[src/rtl/result_frame_tx.sv]
// Serializes a latched 27-bit signed result as a 6-byte 8N1 UART frame:
// header, four little-endian sign-extended bytes, XOR checksum.
`timescale 1ns/1ps

module result_frame_tx #(
  parameter int unsigned CLKS_PER_BIT = 868,
  parameter logic [7:0]  HEADER       = 8'hA5
) (
  input  logic        clk,
  input  logic        rst_n,
  input  logic        start,
  input  logic [26:0] result,
  output logic        busy,
  output logic        done,
  output logic        uart_txd
);

  localparam int unsigned CNT_W     = (CLKS_PER_BIT > 1) ? $clog2(CLKS_PER_BIT) : 1;
  localparam logic [CNT_W-1:0] CNT_LAST = CNT_W'(CLKS_PER_BIT - 1);
  localparam logic [2:0]  LAST_BYTE = 3'd5;
  localparam logic [2:0]  LAST_BIT  = 3'd7;

  typedef enum logic [1:0] {
    IDLE      = 2'd0,
    START_BIT = 2'd1,
    DATA_BITS = 2'd2,
    STOP_BIT  = 2'd3
  } state_t;

  state_t           state_q, state_d;
  logic [CNT_W-1:0] clk_cnt_q, clk_cnt_d;
  logic [2:0]       bit_idx_q, bit_idx_d;
  logic [2:0]       byte_idx_q, byte_idx_d;
  logic [26:0]      data_q, data_d;
  logic             txd_q, txd_d;
  logic             busy_q, busy_d;
  logic             done_q, done_d;

  logic [31:0]      ext_c;
  logic [7:0]       chk_c;
  logic [7:0]       byte_c;
  logic             bit_end_c;

  // Byte mux and checksum, driven only by the latched result
  always_comb begin
    ext_c = {{5{data_q[26]}}, data_q};
    chk_c = HEADER ^ ext_c[7:0] ^ ext_c[15:8] ^ ext_c[23:16] ^ ext_c[31:24];
    case (byte_idx_q)
      3'd0:    byte_c = HEADER;
      3'd1:    byte_c = ext_c[7:0];
      3'd2:    byte_c = ext_c[15:8];
      3'd3:    byte_c = ext_c[23:16];
      3'd4:    byte_c = ext_c[31:24];
      default: byte_c = chk_c;
    endcase
  end

  assign bit_end_c = (clk_cnt_q == CNT_LAST);

  // State register; line and status flags are registered alongside it
  always_ff @(posedge clk or negedge rst_n) begin
    if (!rst_n) begin
      state_q    <= IDLE;
      clk_cnt_q  <= '0;
      bit_idx_q  <= '0;
      byte_idx_q <= '0;
      data_q     <= '0;
      txd_q      <= 1'b1;
      busy_q     <= 1'b0;
      done_q     <= 1'b0;
    end else begin
      state_q    <= state_d;
      clk_cnt_q  <= clk_cnt_d;
      bit_idx_q  <= bit_idx_d;
      byte_idx_q <= byte_idx_d;
      data_q     <= data_d;
      txd_q      <= txd_d;
      busy_q     <= busy_d;
      done_q     <= done_d;
    end
  end

  // Next-state logic; the value placed on txd_d is what the line shows in the new state
  always_comb begin
    state_d    = state_q;
    clk_cnt_d  = clk_cnt_q;
    bit_idx_d  = bit_idx_q;
    byte_idx_d = byte_idx_q;
    data_d     = data_q;
    txd_d      = txd_q;
    busy_d     = busy_q;
    done_d     = 1'b0;

    case (state_q)
      IDLE: begin
        txd_d  = 1'b1;
        busy_d = 1'b0;
        if (start) begin
          state_d    = START_BIT;
          data_d     = result;
          clk_cnt_d  = '0;
          bit_idx_d  = '0;
          byte_idx_d = '0;
          txd_d      = 1'b0;
          busy_d     = 1'b1;
        end
      end

      START_BIT: begin
        if (bit_end_c) begin
          state_d   = DATA_BITS;
          clk_cnt_d = '0;
          bit_idx_d = '0;
          txd_d     = byte_c[0];
        end else begin
          clk_cnt_d = clk_cnt_q + CNT_W'(1);
        end
      end

      DATA_BITS: begin
        if (bit_end_c) begin
          clk_cnt_d = '0;
          if (bit_idx_q == LAST_BIT) begin
            state_d = STOP_BIT;
            txd_d   = 1'b1;
          end else begin
            bit_idx_d = bit_idx_q + 3'd1;
            txd_d     = byte_c[3'(bit_idx_q + 3'd1)];
          end
        end else begin
          clk_cnt_d = clk_cnt_q + CNT_W'(1);
        end
      end

      STOP_BIT: begin
        if (bit_end_c) begin
          clk_cnt_d = '0;
          if (byte_idx_q == LAST_BYTE) begin
            state_d    = IDLE;
            byte_idx_d = '0;
            txd_d      = 1'b1;
            busy_d     = 1'b0;
            done_d     = 1'b1;
          end else begin
            state_d    = START_BIT;
            byte_idx_d = byte_idx_q + 3'd1;
            txd_d      = 1'b0;
          end
        end else begin
          clk_cnt_d = clk_cnt_q + CNT_W'(1);
        end
      end

      default: begin
        state_d = IDLE;
        txd_d   = 1'b1;
        busy_d  = 1'b0;
      end
    endcase
  end

  assign uart_txd = txd_q;
  assign busy     = busy_q;
  assign done     = done_q;

endmodule

[config.mk]
export PLATFORM = sky130hd
export DESIGN_NAME = result_frame_tx
export DESIGN_NICKNAME = d
export VERILOG_FILES = /design/src/rtl/result_frame_tx.sv
export SDC_FILE = /design/constraint.sdc
export NUM_CORES = 1
export LEC_CHECK = 0
export CORE_UTILIZATION = 56
export CTS_BUF_LIST = sky130_fd_sc_hd__clkbuf_16
export CTS_CLUSTER_SIZE = 12
export DETAILED_ROUTE_END_ITERATION = 16
export GPL_ROUTABILITY_DRIVEN = 0
export HOLD_SLACK_MARGIN = 0.03
export PLACE_DENSITY = 0.8
export SYNTH_ARGS = -nofsm -noshare
export SYNTH_HDL_FRONTEND = slang
export SYNTH_SLANG_ARGS = --single-unit
[constraint.sdc]
create_clock -name clk -period 2.54 [get_ports clk]
set_input_delay 0.254 -clock clk [delete_from_list [all_inputs] [get_ports clk]]
set_output_delay 0.254 -clock clk [all_outputs]
set_load 0.01 [all_outputs]
==> metrics, run 1 <==
Longest Clk Path Bufs 2; CP Data Arrival Time 2.38 ns; largest net degree at the start of global routing 26; total of max-cap violations 0; number of gates resized after cts 0; RSZ-0062 raised after global routing no; CTS sink cnt 48; GRT Residual Overflow 0; clk root buf clkbuf_16; min cycle time layout 2.15 ns; fmax 465 MHz; initial antenna violation count 0; final net count 352; met3 GRT Util 5.52%; crit path capture type flip-flop; # IOs 33; most common cell in the synthesized netlist dfrtp_1; DR WL/cell around 15 microns; maximum VDD drop 0.000371 V; Via Count 2,205; Final setup viols 0; initial core utilization between 50 and 60%; Top Usage Layer GRT met2; area of the multi-input gates 1500 sq um; Core Rows 25; H-tree levels 2; Mapped Avg Cell Area 10.0 sq um; Layout area overhead 19.2%; layout cell share with drive strength beyond 1 15.0%; first-iteration detailed-routing DRC count 151; # DRC 0; CP max FO 13; worst endpoint required time 2.76 ns; worst reg2reg path startpoint bit_idx_q[0]; final setup margin approximately 0.39 ns; synth warn 0; number of flops mapped to enable cells by yosys 0; Int Pwr 1.16 mW; mapped cell area ~2800 sq um; worst reg-to-reg path cell count 8; synthesized flop and latch total 48; CORE AREA between 4000 and 5000 sq um; Sw Share 20.5%; DRT Wirelength 5.79 mm; Die Ht between 70 and 80 microns; Synth top area share 41.9%; cell taking the most area after synthesis dfrtp_1; Vias/cell 5.79; Final Max Slew Viols 0; synth top area cells dfrtp_1, mux2_2, xnor2_1; Register Area 1200 sq um; met2 Usage GRT approximately 40%; TNS Setup 0 ns; IO buf count 32; Comb pwr share 4.1%; Worst Setup Path Type flip-flop to flip-flop; Final HPWL DP approximately 4.3 mm; vias in the first global route 2,159; switching power total around 300 uW; RR Endpoint uart_txd; TritonCTS buffer count 5; Fill cells 395; Clock transition at path regs 0.06 ns; Clk Latency, worst-skew pair 0.29 ns; most frequent cells after synthesis dfrtp_1, mux2_2, nand2_1, o21ai_0, xnor2_1; die area 5310 sq um; ys async rst share 100%; setup slack, reg-to-reg 0.39 ns; Placement Setup Slack 0.404 ns; Yosys cell types 53; Initial DRT Pass Iterations 4; final core occ a little over two thirds; Syn Inst Count about 280; Global Route Usage Sum 24.4%; Chip Width 72.8 microns; post-synthesis sequential area ratio 42.8%; Flop pwr share 52.3%; Top FF cell, synth dfrtp_1; PwrDens between 400 and 500 nW/um^2; GRT met1 Usage 31.7%; n_diodes 0; CTS tree done; Final Hold Viols 0; DRT antenna net count 0; Mapped Nets 320; Slew HR 64.8%; outcome completed; Final Cycle Share 84.7%; Worst-Margin Slew approximately 0.53 ns; first-pass GRT wire length 9.82 mm; class of the worst hold path input port to asynchronous set/reset pin; Final Skew 0.00391 ns; leak pwr 1.51 nW; Worst setup SP type flip-flop; Clock power frac roughly 44%
[worst max-delay path by stage]
stage                   from  endpoint  slack [ns]  cells after the start
5_1_grt         bit_idx_q[0]  uart_txd        0.27                      8
3_5_place_dp    bit_idx_q[0]  uart_txd        0.40                      8
2_1_floorplan  byte_idx_q[1]  uart_txd        0.72                      8
4_1_cts         bit_idx_q[0]  uart_txd        0.40                      8
3_3_place_gp    bit_idx_q[0]  uart_txd        0.48                      8
6_report        bit_idx_q[0]  uart_txd        0.39                      8
[registers in the layout, indices dropped and copies added, names as in the netlist]
name,flops
bit_idx_q,3
busy,1
byte_idx_q,3
clk_cnt_q,10
data_q,27
done,1
state_q,2
uart_txd,1
[worst max-delay path: stages (launching register included)]
cell and delay [ns]:
dfrtp_1 0.53, ha_1 0.28, ha_1 0.35, a211o_1 0.29, a21oi_1 0.12, o221ai_1 0.13, o31ai_1 0.09, nand2_1 0.08
a41o_1 0.21
[stage by stage]
stage                     instances  hold slack [ns]  area, sq um  total power, mW
final                           381            0.470         3350             1.46
after global routing            381            0.517         3350             1.51
after CTS                       381            0.486         3350             1.48
after detailed placement        372            0.271         3200            0.840
after global placement          372            0.257         3200            0.839
after floorplan                 281          -0.0416         2810            0.779
[repair_timing]
action,4_1_cts,5_1_grt
endpoints found under the hold margin,23,0
hold buffers,1,0
buffers inserted,0,0
[cells in the final DEF, fill, tap and decap left out, types with 3 or more instances in the layout]
cell,count
o21ai_0,23
mux2i_1,3
nand3b_1,3
nand2b_1,5
o31ai_1,7
nor2_1,12
inv_1,9
clkdlybuf4s50_1,31
mux2_2,27
nor3_1,3
buf_4,6
and3_1,4
o41ai_1,3
a21oi_1,15
nor2b_1,4
ha_1,9
nand4_1,5
nand2_1,23
xnor2_1,17
dfrtp_1,47
clkbuf_16,5
a31oi_1,4
nand3_1,5
[layout make-up]
type / count / share of cell area [%]
Clock buffer: 5 / 3.74
Timing Repair Buffer: 40 / 11.7
Inverter: 10 / 1.12
Sequential cell: 48 / 35.9
Clock inverter: 3 / 0.448
Multi-Input combinational cell: 208 / 44.6
Tap cell: 67 / 2.50
[power groups by stage]
| stage | clock network [mW] | logic, mW | registers [mW] |
|---|---|---|---|
| after floorplan | 0 | 0.000490 | 0.779 |
| after global placement | 0 | 0.0602 | 0.779 |
| after detailed placement | 0 | 0.0611 | 0.779 |
| after CTS | 0.650 | 0.0622 | 0.764 |
| after global routing | 0.675 | 0.0673 | 0.764 |
| final | 0.636 | 0.0602 | 0.764 |
[per-layer routing]
metal | routed length (microns) | share of wire [%]
met1 | 2710 | 47
met2 | 2770 | 48
met3 | 260 | 4.5
met4 | 54 | 0.93
met5 | 0 | 0
[cell families after synthesis]
group / Yosys count / synth area share, %
AND/OR/NAND/NOR: 75 / 13.9
AO/OA/AOI/OAI: 74 / 17.0
flip-flops: 48 / 42.8
multiplexers: 31 / 12.4
buffers and inverters: 25 / 4.01
XOR/XNOR: 19 / 5.92
adder cells (fa/ha/maj): 9 / 4.01
(Power assumes the default switching activity.)
==> inputs of run 2 (changes only) <==
- CORE_UTILIZATION: 56 -> 51
- PLACE_DENSITY: 0.8 -> 0.77
- clock period: 2.54 -> 1.9 ns (I/O delays scaled with it)
==> metrics, run 2 (synthesis results as in run 1) <==
first-iteration detailed-routing DRC count 228; post-route design area 3500 sq um; Final Skew 0.00500 ns; DRT Wirelength 6.31 mm; IO buf count 32; Initial DRT Pass Iterations 4; RR Endpoint state_q[1]; Core Rows 26; Worst-Margin Slew 0.537 ns; Comb pwr share 4.0%; Layout area overhead 24.5%; min cycle time layout 1.84 ns; Clock transition at path regs 0.06 ns; vias in the first global route between 2k and 2.5k; first-pass GRT wire length roughly 11 mm; Top reg by flops data_q; TritonCTS buffer count 5; total of max-cap violations 0; CP Data Arrival Time 2.01 ns; crit path capture type flip-flop; worst reg-to-reg path cell count 5; Final setup viols 0; die area around 5800 sq um; class of the worst hold path input port to asynchronous set/reset pin; Die Ht 76.2 microns; leak pwr 1.57 nW; initial core utilization 54.0%; H-tree levels 2; Via Count 2,281; final net count 362; crit path from state_q[1]; Clk Latency, worst-skew pair about 0.29 ns; Final Cycle Share 96.9%; clk root buf clkbuf_16; Largest regs data_q (27), clk_cnt_q (10); layout cell share with drive strength beyond 1 21.3%; Final HPWL DP 4.45 mm; n_diodes 0; maximum VDD drop ~0.00033 V; PwrDens 602 nW/um^2; setup slack, reg-to-reg slightly below 0.06 ns; Area after DPL 3270 sq um; Final Max Slew Viols 0; worst endpoint required time roughly 2.1 ns; DRT antenna net count 0; Final Hold Viols 0; Worst Setup Path Type flip-flop to flip-flop; Chip Width around 76 microns; Int Pwr 1.69 mW; max FFs per register 27; # DRC 0; # IOs 33; switching power total 413 uW; Worst setup SP type flip-flop; CTS tree done; commonest cells after routing, fill and taps aside dfrtp_1, clkdlybuf4s50_1, mux2_2; CP max FO 13; fmax between 500 and 600 MHz; Vias/cell roughly 5.8; CORE AREA between 5000 and 6000 sq um; outcome completed; Longest Clk Path Bufs 2; Global Route Usage Sum 22.9%; most common cell after layout, fill and taps aside dfrtp_1; DR WL/cell 16.0 microns; initial antenna violation count 0; worst reg2reg path startpoint state_q[1]; Sw Share approximately 20%; Flop pwr share 48.5%; Clock power frac 47.4%; Slew HR 64.2%; largest net degree at the start of global routing 27; final core occ 67.2%; GRT Residual Overflow 0; CTS sink cnt 48
-- run 2: cell types whose count changed in the layout (fill, tap and decap cells not counted), sizes merged --
cell,previous run,this run
buf,8,18
clkinvlp,1,0
bufinv,0,1
-- run 2: worst max path at each step --
stage	end	cells past startpoint
floorplan	uart_txd	8
global route	state_q[1]	5
CTS	byte_idx_q[0]	6
finish	state_q[1]	5
global placement	uart_txd	8
detailed placement	uart_txd	8
-- run 2: stage by stage --
stage	total power, mW	worst slack [ns]	setup TNS (ns)	std cells	hold slack, ns
floorplan	1.04	0.0795	0	281	-0.106
global placement	1.12	0.104	0	384	0.192
finish	2.11	0.0595	0	394	0.432
CTS	2.11	0.0567	0	393	0.431
detailed placement	1.13	0.0932	0	384	0.202
global route	2.15	-0.0414	-0.0766	394	0.497
-- run 2: power by group through the flow --
stage                     Clock, mW  Sequential [mW]  Combinational (mW)
after global placement            0             1.04              0.0837
after floorplan                   0             1.04            0.000655
after detailed placement          0             1.04              0.0855
final                         0.998             1.02              0.0851
after CTS                      1.01             1.02              0.0872
after global routing           1.04             1.02              0.0943
-- run 2: worst max-delay path, stage by stage, from the launching register on --
cell	delay [ns]
dfrtp_1	0.42
ha_1	0.49
nor2_1	0.13
o21bai_1	0.18
a21o_1	0.19
mux2_4	0.30
-- run 2: per-layer routing --
metal  global-route usage (%)  wire length (microns)  up-vias
met2                     36.1                   3020       70
met1                     32.0                   2940     1107
met3                     3.59                    258        7
met4                     8.08                     87        0
met5                        0                      0        -
li1                         -                      -     1097
-- run 2: cell type report --
class / count / area (sq um)
clock buffer: 5 / 125
clock inverter: 3 / 38.8
fill: 411 / 1710
inverter: 10 / 37.5
multi-input combinational: 208 / 1540
sequential: 48 / 1200
tap: 70 / 87.6
timing repair buffer: 50 / 465
-- run 2: what timing repair did --
item                                   4_1_cts  5_1_grt
gates resized for setup                      0       12
setup endpoints to repair                    0       13
hold buffers                                 1        0
buffers inserted                             0        1
endpoints found under the hold margin       22        0
==> RTL change 1: new RTL, config.mk and constraints of run 2 <==
Add an input register stage for `start` and `result`; this delays them by one clock.
--- a/src/rtl/result_frame_tx.sv
+++ b/src/rtl/result_frame_tx.sv
@@ -27,4 +27,12 @@
     STOP_BIT  = 2'd3
   } state_t;
+
+  logic start_q;
+  logic [26:0] result_q;
+
+  always_ff @(posedge clk) begin
+    start_q  <= start;
+    result_q <= result;
+  end
 
   state_t           state_q, state_d;
@@ -96,7 +104,7 @@
         txd_d  = 1'b1;
         busy_d = 1'b0;
-        if (start) begin
+        if (start_q) begin
           state_d    = START_BIT;
-          data_d     = result;
+          data_d     = result_q;
           clk_cnt_d  = '0;
           bit_idx_d  = '0;
Behaviour: not the same (Yosys sat finds a counterexample within 4 cycles, from zero or initial values and one cycle with rst_n low).
==> RTL change 1 against run 2 <==
Synthesized cell count grew 4.3%. Final area rose by 21%. Setup slack improved by 0.086 ns. Sequential cell count increased by 28. First-iteration DRC count down 43%. Cell count increased by 9.1%. Routed wire length rose by 5.7%. Maximum frequency is 4.9% higher. Non-clock buffer count rose by 8. Via count grew 5.6%. Area after synthesis is 19% higher.
Power is not compared: it rests on default switching activity, and its combinational part moved more than twofold at a synthesized area within 25%.
==> RTL change 1: results (changes against run 2) <==
post-synthesis mux area share 0.101 (was 0.124); wire per inst 15.5 microns (was 16.0 microns); status finished clean (unchanged); Worst Hold Slack 0.290 ns (was 0.432 ns); Regs by FF count data_q (27), result_q (27), clk_cnt_q (10) (was data_q (27), clk_cnt_q (10)); CP endpoint kind flip-flop (unchanged); GR Util All Layers 0.216 (was 0.229); compound-gate portion of the synthesized area 0.113 (was 0.170); Async S/R FF share, synth 0.632 (was 1.00); clk cell area share 0.0704 (was 0.0468); global-route wire length before repair 11600 microns (was 10600 microns); type of the most critical hold path primary input to flip-flop (was primary input to async pin); post-synthesis adder-cell area fraction 0.0338 (was 0.0401); DP Worst Slack 0.0380 ns (was 0.0932 ns); RR Endpoint uart_txd (was state_q[1]); register area share after synthesis 0.529 (was 0.428); Mapped Cells 293 (was 281); multi-input gates 194 (was 208); met1 wire length 2890 microns (was 2940 microns); vias in the first global route 2428 (was 2184); Via-to-Cell Ratio 5.60 (was 5.79); layout cells sized above 1 0.235 (was 0.213); reg-to-reg slack, setup 0.15 ns (was 0.06 ns); Worst Setup SP data_q[20] (was state_q[1]); synthesis-to-finish area growth 27.5% (was 24.5%); slowest CP cell mux4_2 (was ha_1); syn_nets 332 (was 320); clk_buf instances 9 (was 5); CTS H-tree depth 3 (was 2); top cells by count, synth 47 x dfrtp_1, 28 x dfxtp_1, 28 x mux2_2 (was 47 x dfrtp_1, 27 x mux2_2, 23 x nand2_1, 23 x o21ai_0, 17 x xnor2_1); Least-Margin Pin Slew 0.401 ns (was 0.537 ns); largest cells by area after synthesis dfrtp_1 35%, dfxtp_1 17%, mux2_2 9.5% (was dfrtp_1 42%, mux2_2 11%, xnor2_1 5.3%); met2 routed WL 3330 microns (was 3020 microns); fin crit share 0.924 (was 0.969); worst clock skew 0.00617 ns (was 0.00500 ns); Post-DP HPWL 4420 microns (was 4450 microns); Layout fillers 483 (was 411); Reg area 1760 sq um (was 1200 sq um); worst skew pair latency 0.34 ns (was 0.29 ns); multi-input combinational area share 0.357 (was 0.441); Unique masters post-synth 49 (was 53); drt initial violations 131 (was 228); XOR/XNOR Fraction of Synth Area 0.0777 (was 0.0592); # nets final 387 (was 362); non-clock inverter count 9 (was 10); Reg2Reg Depth 6 (was 5); Non-CTS buffers 58 (was 50); final non-filler cell total 430 (was 394); top fanout value on the critical path 3 (was 13); post-synthesis register bit count 76 (was 48); WHS Endpoint result_q[5]; port bufs 32 (unchanged); placed inst area 3850 sq um (was 3270 sq um); WL met3 263 microns (was 258 microns); non-clk buf share 0.127 (was 0.133); Post-Place Cells 407 (was 384); largest net degree at the start of global routing 49 (was 27); row cnt 29 (was 26)
-- RTL change 1: critical path, delay by kind of cell (launching register included) --
family / cells / cell delay (ns)
XOR/XNOR: 2 / 0.54
multiplexers: 1 / 0.49
AND/OR/NAND/NOR: 1 / 0.07
AO/OA/AOI/OAI: 2 / 0.20
flip-flops: 1 / 0.37
-- RTL change 1: report_power, final --
group | leakage [nW] | switching [mW] | internal [mW]
clock | 0.143 | 0.675 | 1.02
sequential | 0.834 | 0.406 | 2.05
combinational | 0.837 | 0.980 | 1.41
total | 1.81 | 2.06 | 4.49
-- RTL change 1: metal layers --
metal  vias up  global-route usage
met1      1165               0.272
met4         0              0.0956
met5         -                   0
met2        63               0.349
li1       1158                   -
met3        23              0.0606
-- RTL change 1: repair_timing --
action / 4_1_cts / 5_1_grt
endpoints found under the setup margin: 0 / 9
setup buffers: 0 / 6
hold buffers: 1 / 0
endpoints found under the hold margin: 47 / 0
resized for setup: 0 / 12
==> RTL change 2: new RTL, config.mk and constraints of run 2 <==
Without the edit above. Set the parameter `CLKS_PER_BIT` to 217 (it was 868).
--- a/src/rtl/result_frame_tx.sv
+++ b/src/rtl/result_frame_tx.sv
@@ -4,5 +4,5 @@
 
 module result_frame_tx #(
-  parameter int unsigned CLKS_PER_BIT = 868,
+  parameter int unsigned CLKS_PER_BIT = 217,
   parameter logic [7:0]  HEADER       = 8'hA5
 ) (
Check against the original RTL: no difference found for any inputs over 10 cycles, from zero or initial values and one cycle with rst_n low; that may be too few to reach the edited logic, so the function may still have changed.
==> RTL change 2 against run 2 <==
The run now ends with negative setup slack left. Synthesized cell count fell by 8.5%. Routed wire length rose by 1.8%. Area after synthesis fell by 2.8%. Die area fell by 2.7%. Final area rose by 5.3%. Setup slack got worse by 0.18 ns. Clock power fell by 15%. Total power fell by 9.2%. Sequential cell count fell by 2. Global-route usage rose by 1.8 points. Critical path depth rose by 1. Maximum frequency fell by 9.0%. Critical endpoint is now uart_txd. Largest cell class unchanged. Largest power group unchanged.
==> RTL change 2: results (changes against run 2) <==
Yosys top cell area share 0.412 (was 0.419); Least-Margin Pin Slew 0.597 ns (was 0.537 ns); worst skew pair latency 0.29 ns (about the same); met1 usage 0.329 (was 0.320); met1 wire length 2760 microns (was 2940 microns); Worst EP arrival 2.22 ns (was 2.01 ns); VDD IR max 0.515 mV (was 0.331 mV); register area share after synthesis 0.422 (was 0.428); Post-DP HPWL 4650 microns (was 4450 microns); top cells by count, synth 45 x dfrtp_1, 27 x mux2_2, 25 x nand2_1 (was 47 x dfrtp_1, 27 x mux2_2, 23 x nand2_1, 23 x o21ai_0, 17 x xnor2_1); Final Core Density 0.717 (was 0.672); CTS H-tree depth 2 (unchanged); WL met3 300 microns (was 258 microns); DR pass1 iterations 5 (was 4); Reg2Reg Depth 6 (was 5); failing checks negative setup slack; syn_nets 297 (was 320); Fin Setup TNS -0.438 ns (was 0 ns); largest cells by area after synthesis dfrtp_1 41%, mux2_2 11%, ha_1 4.6% (was dfrtp_1 42%, mux2_2 11%, xnor2_1 5.3%); worst clock skew 0.00715 ns (was 0.00500 ns); GR Util All Layers 0.247 (was 0.229); largest net degree at the start of global routing 26 (was 27); switching power 0.395 mW (was 0.413 mW); top fanout value on the critical path 2 (was 13); RR Endpoint uart_txd (was state_q[1]); count of cells resized by post-cts repair 3 (was 0); combinational power 0.0852 mW (was 0.0851 mW); worst setup margin -0.122 ns (was 0.0595 ns); Regs by FF count data_q (27), clk_cnt_q (8) (was data_q (27), clk_cnt_q (10)); met2 routed WL 3240 microns (was 3020 microns); Root Driver clkbuf_16 (unchanged); DR vias 2251 (was 2281); type of the most critical hold path primary input to async pin (unchanged); status complete, but fails checks (was finished clean); Leak 1.68 nW (was 1.57 nW); slowest CP cell mux4_2 (was ha_1); placed inst area 3430 sq um (was 3270 sq um); internal power 1.52 mW (was 1.69 mW); vias in the first global route 2208 (was 2184); sequential fraction of design power 0.513 (was 0.485); endpoints failing setup 4 (was 0); max incr delay on CP 0.47 ns (was 0.49 ns); Worst Hold Slack 0.429 ns (was 0.432 ns); Worst Setup SP data_q[7] (was state_q[1]); setup repair bufs after CTS 3 (was 0); DRT Wirelength 6420 microns (was 6310 microns); critical path's top delay family XOR/XNOR gates (was adder cells); crit path capture uart_txd (was state_q[1]); global-route wire length before repair 10200 microns (was 10600 microns); Layout fillers 379 (was 411); # nets final 373 (was 362); met3 Use GR 0.0415 (was 0.0359); drt initial violations 172 (was 228); Unique masters post-synth 50 (was 53)
[RTL change 2: area by class of cell]
cell class,instances,area share
Sequential cell,46,0.313
Tap cell,70,0.0238
Multi-Input combinational cell,187,0.422
Timing Repair Buffer,81,0.190
Inverter,12,0.0122
Clock buffer,5,0.0339
Clock inverter,3,0.00441
[RTL change 2: stage by stage]
step | std cells | worst slack (ns)
6_report | 404 | -0.122
3_5_place_dp | 391 | -0.205
4_1_cts | 403 | -0.127
5_1_grt | 404 | -0.192
2_1_floorplan | 257 | -0.136
3_3_place_gp | 391 | -0.114
[RTL change 2: cell families (layout without fill, tap and decap cells)]
family / Yosys count / count (layout) / synth area share
adders and majority gates: 10 / 10 / 0.0458
AOI/OAI and AO/OA: 63 / 63 / 0.157
buffers and inverters: 24 / 101 / 0.0362
muxes: 33 / 33 / 0.138
DFF: 46 / 46 / 0.422
and+or+nand+nor: 64 / 64 / 0.115
xor gates and xnor gates: 17 / 17 / 0.0861
